File: config.mk
export PLATFORM = sky130hd
export DESIGN_NAME = encoder_velocity_sampler
export DESIGN_NICKNAME = d
export VERILOG_FILES = /design/src/rtl/encoder_pkg.sv /design/src/rtl/encoder_velocity_sampler_window_timer.sv /design/src/rtl/encoder_velocity_sampler.sv
export SDC_FILE = /design/constraint.sdc
export NUM_CORES = 1
export LEC_CHECK = 0
export ABC_AREA = 0
export BUFFER_PORTS_ARGS = -buffer_cell sky130_fd_sc_hd__buf_2
export CAP_MARGIN = 10
export CORE_UTILIZATION = 35
export CTS_CLUSTER_DIAMETER = 40
export DETAILED_ROUTE_END_ITERATION = 12
export GPL_TIMING_DRIVEN = 0
export SETUP_SLACK_MARGIN = 0.3
export SLEW_MARGIN = 0
export SYNTH_ARGS = -nofsm -noshare
export SYNTH_HDL_FRONTEND = slang
export SYNTH_HIERARCHICAL = 1
export SYNTH_SLANG_ARGS = --single-unit
File: constraint.sdc
create_clock -name clk -period 3.99 [get_ports clk]
set_clock_uncertainty 0.05 [all_clocks]
set_input_delay 0.1995 -clock clk [delete_from_list [all_inputs] [get_ports clk]]
set_output_delay 0.1995 -clock clk [all_outputs]
set_load 0.01 [all_outputs]
File: src/rtl/encoder_pkg.sv
// Shared types and helpers for the encoder velocity sampler: sampler FSM
// states, the minimum window length and a signed saturation helper.
package encoder_pkg;

    typedef enum logic [1:0] {
        IDLE = 2'd0,
        ARM  = 2'd1,
        RUN  = 2'd2
    } sampler_state_t;

    localparam int MIN_PERIOD = 2;

    typedef struct packed {
        logic        sat;
        logic [63:0] val;
    } sat_result_t;

    // Clamp a sign-extended delta into an out_w-bit signed range; the caller
    // keeps the low out_w bits of val.
    function automatic sat_result_t sat_signed(input logic signed [63:0] d,
                                               input int unsigned        out_w);
        logic signed [63:0] hi;
        logic signed [63:0] lo;
        sat_result_t        r;
        hi    = (64'sd1 <<< (out_w - 1)) - 64'sd1;
        lo    = -hi - 64'sd1;
        r.sat = 1'b0;
        r.val = d;
        if (d > hi) begin
            r.sat = 1'b1;
            r.val = hi;
        end else if (d < lo) begin
            r.sat = 1'b1;
            r.val = lo;
        end
        return r;
    endfunction

endpackage

File: src/rtl/encoder_velocity_sampler_window_timer.sv
// Loadable down-counter that pulses terminal on the last cycle of each
// measurement window and reloads itself for a back-to-back next window.
module window_timer #(
    parameter int W = 24
) (
    input  logic         clk,
    input  logic         reset,
    input  logic         start,
    input  logic [W-1:0] period,
    input  logic         run,
    output logic         terminal
);

    logic [W-1:0] count;

    assign terminal = run && (count == '0);

    always_ff @(posedge clk or posedge reset) begin
        if (reset) begin
            count <= '0;
        end else if (start) begin
            count <= period - W'(1);
        end else if (run) begin
            if (count == '0)
                count <= period - W'(1);
            else
                count <= count - W'(1);
        end
    end

endmodule

File: src/rtl/encoder_velocity_sampler.sv
// Windowed velocity sampler: snapshots the encoder count every window, emits
// a saturated signed delta over valid/ready, and flags stalls and overruns.
module encoder_velocity_sampler
    import encoder_pkg::*;
#(
    parameter int COUNT_W       = 32,
    parameter int VEL_W         = 16,
    parameter int PERIOD_W      = 24,
    parameter int STALL_WINDOWS = 8
) (
    input  logic                clk,
    input  logic                reset,
    input  logic                enable,
    input  logic [PERIOD_W-1:0] period_cycles,
    input  logic [COUNT_W-1:0]  encoder_count,
    input  logic                state_change,
    output logic [VEL_W-1:0]    vel_data,
    output logic                vel_sat,
    output logic                vel_valid,
    input  logic                vel_ready,
    output logic                overrun,
    input  logic                overrun_clear,
    output logic                stalled
);

    localparam int SC_W = $clog2(STALL_WINDOWS + 1);
    localparam logic [SC_W-1:0] STALL_MAX = SC_W'(STALL_WINDOWS);

    sampler_state_t       state, state_nxt;
    logic                 start, run, terminal;
    logic [PERIOD_W-1:0]  eff_period;
    logic [COUNT_W-1:0]   baseline;
    logic                 activity;
    logic [SC_W-1:0]      stall_cnt, stall_cnt_nxt;
    logic signed [COUNT_W-1:0] delta_s;
    logic signed [63:0]   delta_ext;
    sat_result_t          sat_r;
    logic [VEL_W-1:0]     vel_next;
    logic                 xfer;

    assign eff_period = (period_cycles < PERIOD_W'(MIN_PERIOD)) ?
                        PERIOD_W'(MIN_PERIOD) : period_cycles;

    // Modulo subtraction reinterpreted as signed handles counter wrap.
    assign delta_s   = encoder_count - baseline;
    assign delta_ext = 64'(delta_s);
    assign sat_r     = sat_signed(delta_ext, VEL_W);
    assign vel_next  = VEL_W'(sat_r.val);
    assign xfer      = vel_valid && vel_ready;

    always_ff @(posedge clk or posedge reset) begin
        if (reset)
            state <= IDLE;
        else
            state <= state_nxt;
    end

    always_comb begin
        state_nxt = state;
        start     = 1'b0;
        run       = 1'b0;
        case (state)
            IDLE: if (enable) state_nxt = ARM;
            ARM: begin
                start     = 1'b1;
                state_nxt = RUN;
            end
            RUN:     run = 1'b1;
            default: state_nxt = IDLE;
        endcase
        // Disable aborts any window in progress.
        if (!enable) begin
            state_nxt = IDLE;
            start     = 1'b0;
            run       = 1'b0;
        end
    end

    window_timer #(.W(PERIOD_W)) u_timer (
        .clk      (clk),
        .reset    (reset),
        .start    (start),
        .period   (eff_period),
        .run      (run),
        .terminal (terminal)
    );

    // A strobe on the terminal cycle itself still counts as activity.
    always_comb begin
        stall_cnt_nxt = stall_cnt;
        if (activity || state_change)
            stall_cnt_nxt = '0;
        else if (stall_cnt != STALL_MAX)
            stall_cnt_nxt = stall_cnt + SC_W'(1);
    end

    always_ff @(posedge clk or posedge reset) begin
        if (reset) begin
            overrun <= 1'b0;
        end else if (terminal && vel_valid && !vel_ready) begin
            overrun <= 1'b1;
        end else if (overrun_clear) begin
            overrun <= 1'b0;
        end
    end

    always_ff @(posedge clk or posedge reset) begin
        if (reset) begin
            baseline  <= '0;
            activity  <= 1'b0;
            stall_cnt <= '0;
            stalled   <= 1'b0;
            vel_data  <= '0;
            vel_sat   <= 1'b0;
            vel_valid <= 1'b0;
        end else if (!enable) begin
            activity  <= 1'b0;
            stall_cnt <= '0;
            stalled   <= 1'b0;
            vel_valid <= 1'b0;
        end else if (start) begin
            baseline <= encoder_count;
            activity <= 1'b0;
        end else if (terminal) begin
            // Landing wins over a same-cycle transfer: valid stays high.
            baseline  <= encoder_count;
            vel_data  <= vel_next;
            vel_sat   <= sat_r.sat;
            vel_valid <= 1'b1;
            activity  <= 1'b0;
            stall_cnt <= stall_cnt_nxt;
            stalled   <= (stall_cnt_nxt == STALL_MAX);
        end else begin
            if (run && state_change)
                activity <= 1'b1;
            if (xfer)
                vel_valid <= 1'b0;
        end
    end

endmodule

==> flow_metrics.py <==
metrics = {
    "sta": {
        "worst_slew_pin_slew_ns": 0.9635,
        "slew_headroom_pct": 35.77,
        "finalCriticalPeriod_ns": 3.536,
        "tns_ns": 0,
        "setup_viol": 0,
        "finalCritPeriodShare_pct": 88.61,
        "hold_slack_ns": 0.04373,
        "timing.fmax_ghz": 0.2828,
        "grt_setup_unrepaired": "no",
        "hold_violations": 0,
        "worst_slack_ns": 0.4545,
        "slew_viol_final": 0,
    },
    "worst_setup_path": {
        "regToRegStartpoint": "baseline[0]$_DFFE_PP0P_",
        "r2r_cells": 13,
        "cp.arrival_ns": 3.72,
        "required_ns": 4.18,
        "worst-setup-path-type": "register to register",
        "critPathTopFamily": "compound AO/OA/AOI/OAI gates",
        "cp_slowest_cell": "fa_1",
        "max_stage_delay_ns": 0.40,
        "endpoint_kind": "register",
        "crit_chain": "ha_1 -> fa_1 -> and2b_1 -> o2111ai_2 -> nand3b_1 -> a21oi_1 -> a211oi_1 -> xor2_1 -> a2111oi_2 -> nand4_1 -> o21ai_2 -> buf_6 -> a21oi_1",
        "crit_path_start_kind": "register",
        "cp_num_buf_inv": 1,
        "crit_top_cell": "a21oi_1",
        "cp_max_fo": 10,
        "r2r_end": "vel_data[9]$_DFFE_PP0P_",
        "rrSetupSlack_ns": 0.45,
    },
    "cts": {
        "clockBufferDepth": 2,
        "clock_sinks": 83,
        "cts_buffers": 9,
        "root_buffer": "clkbuf_16",
        "clk_pin_slew_ns": 0.06,
        "clk-insertion-delay-late_ns": 0.36,
        "cts_tree": "yes",
        "cts.htree.levels": 3,
    },
    "synth": {
        "synthesis.area_um2": 7078,
        "synth-adder-area-share_pct": 6.647,
        "synthSimpleGateAreaFrac_pct": 22.45,
        "synth_top_flop_cell": "dfrtp_1",
        "synth-seq-cells": 83,
        "synth_top_area_cell": "dfrtp_1",
        "yosysUniqueCellTypes": 86,
        "synth_edf_count": 0,
        "synth_top_family_by_area": "compound AO/OA/AOI/OAI gates",
        "synth_xor_area_share_pct": 6.293,
        "postSynth.asyncResetShare_pct": 100.0,
        "synthMuxAreaShare_pct": 6.346,
        "synth_area_leaders": "dfrtp_1, ha_1, mux2_2",
        "syn_nets": 939,
        "postSynthCellCount": 840,
        "yosys_warnings": 6,
        "avgSynthCellArea_um2": 8.426,
        "yosysSeqAreaShare_pct": 29.34,
        "synth_top_area_share_pct": 29.34,
        "synth_compound_area_share_pct": 22.54,
    },
    "placed_design": {
        "place_ws_ns": 0.4271,
        "place_congestion": 0.8895,
        "hpwlAfterDp_um": 14660,
        "io_buffer_count": 81,
    },
    "routing": {
        "drt_iter0_markers": 456,
        "avgRoutedWirePerCell_um": 15.46,
        "vias_per_cell": 5.470,
        "ant_nets": 0,
        "routed_wirelength_um": 18670,
        "drc_errors": 0,
        "drt-pass1-iter-count": 5,
        "num_vias": 6608,
    },
    "grt": {
        "grt-busiest-layer": "met2",
        "grt_pass1_vias": 5989,
        "grt_max_degree": 35,
        "globalRouteMet3Util_pct": 2.815,
        "use_met2_pct": 28.15,
        "grt_util_all_layers_pct": 18.76,
        "met1_usage_pct": 27.32,
        "antenna_found_initial": 1,
        "grt_pass1_wl_um": 30640,
        "grt_overflow": 0,
    },
    "die": {
        "start_util_pct": 36.01,
        "row_count": 51,
        "coreArea_um2": 19650,
        "pin_count": 82,
        "die_h_um": 144.2,
        "die_w_um": 144.2,
        "die_area_um2": 20800,
    },
    "hold_path": {
        "whs_path_depth": 2,
        "min_to": "baseline[22]$_DFFE_PP0P_",
        "hp-start": "encoder_count[22]",
        "hold_path_class": "input port to register",
    },
    "pwr": {
        "p_leak_nw": 3.523,
        "power.total_w": 0.004770,
        "ir_worst_vdd_mv": 0.2348,
        "powerDensity_nw_per_um2": 581.2,
    },
    "job": {
        "max_cap_violations": 0,
    },
    "layout": {
        "nNetsFinal": 1036,
        "fin_util_pct": 41.76,
        "synthToLayoutAreaGrowth_pct": 15.96,
        "drive_gt1_share_pct": 19.53,
    },
    "status": {
        "status": "complete, no violations",
    },
}
[flip-flops by register name (all words and copies together) (netlist names)]
name,flops
vel_valid,1
stall_cnt,4
u_timer/count,24
vel_data,16
state,2
activity,1
vel_sat,1
stalled,1
overrun,1
baseline,32
[cells by family (layout without fill, tap and decap cells)]
family / Yosys count / in the layout
AND/OR/NAND/NOR: 294 / 294
AO/OA/AOI/OAI: 233 / 233
buffers and inverters: 102 / 204
flip-flops: 83 / 83
XOR/XNOR: 50 / 50
multiplexers: 41 / 41
adder cells (fa/ha/maj): 37 / 37
other: 0 / 1
[placed cells by master (no fill, tap or decap), types with 11 or more instances in the layout]
cell type	netlist	routed
clkbuf_1	31	32
dfrtp_1	83	83
a31oi_1	14	14
nor4_1	21	21
ha_1	36	36
nand4_1	22	22
nand3_1	23	23
nor3_1	26	26
nor2_1	71	71
inv_1	55	54
mux2_2	31	31
a21oi_1	57	56
xnor2_1	29	29
nand2_1	62	62
o21ai_0	47	47
buf_2	7	88
o211ai_1	11	11
xor2_1	20	20
o21ai_1	11	11
[routing by layer]
layer | vias up | wire length (um) | part of all wire (%)
li1 | 3281 | - | -
met1 | 3096 | 9450 | 51
met2 | 205 | 7935 | 42
met3 | 26 | 975 | 5.2
met4 | 0 | 310 | 1.7
met5 | - | 0 | 0
[worst reg2reg max path: stages (launching register included)]
cell and delay (ns):
dfrtp_1 0.38, ha_1 0.21, fa_1 0.40, and2b_1 0.24, o2111ai_2 0.17, nand3b_1 0.23
a21oi_1 0.11, a211oi_1 0.29, xor2_1 0.17, a2111oi_2 0.31, nand4_1 0.27, o21ai_2 0.32
buf_6 0.18, a21oi_1 0.07
[power breakdown]
group / internal [W] / total, W / switching (W)
sequential: 0.00107 / 0.00126 / 0.000198
clock: 0.000506 / 0.000870 / 0.000364
combinational: 0.00105 / 0.00264 / 0.00159
[layout make-up]
type                    count  area [um2]
multi-input cells         655        4578
inverters                  55       206.4
well taps                 265       331.6
clock inverters             5       61.31
plain buffers              47       245.2
diodes                      1       2.502
repair buffers             86       462.9
flip-flops and latches     83        2077
fillers                  2066       11450
clock buffers              11       242.7
[worst max path at each step]
| stage | endpoint | slack (ns) | cells past startpoint | startpoint |
|---|---|---|---|---|
| global route | vel_data[9]$_DFFE_PP0P_ | 0.25 | 13 | baseline[0]$_DFFE_PP0P_ |
| floorplan | vel_data[0]$_DFFE_PP0P_ | 0.98 | 13 | baseline[0]$_DFFE_PP0P_ |
| finish | vel_data[9]$_DFFE_PP0P_ | 0.45 | 13 | baseline[0]$_DFFE_PP0P_ |
| detailed placement | vel_data[0]$_DFFE_PP0P_ | 0.43 | 15 | encoder_count[0] |
| global placement | vel_data[0]$_DFFE_PP0P_ | 0.40 | 15 | encoder_count[0] |
| CTS | vel_data[9]$_DFFE_PP0P_ | 0.38 | 13 | baseline[0]$_DFFE_PP0P_ |
[cells in the mapped netlist (all sizes together) (5+ instances only)]
library cell	count
dfrtp	83
nor2	71
a21oi	64
nand2	62
o21ai	62
inv	55
ha	36
clkbuf	32
mux2	31
nor3	29
xnor2	29
nor4	25
nand3	24
nand4	23
xor2	21
a31oi	14
buf	14
o211ai	12
mux2i	10
a21o	9
or3	9
nand2b	8
o31ai	7
a221o	6
and2	6
and3	6
o21a	6
a21boi	5
a41oi	5
or2	5
[stage by stage]
| stage | instances | instance area (um2) |
|---|---|---|
| finish | 1208 | 8208 |
| global placement | 1186 | 7815 |
| floorplan | 840 | 7078 |
| CTS | 1206 | 8169 |
| detailed placement | 1187 | 7835 |
| global route | 1207 | 8205 |
[what timing repair did]
action,in CTS,in global routing
endpoints found under the setup margin,0,13
gates resized for setup,0,6
buffers inserted,0,1
hold endpoints to repair,26,0
hold buffers,3,0
(Power assumes the default switching activity.)
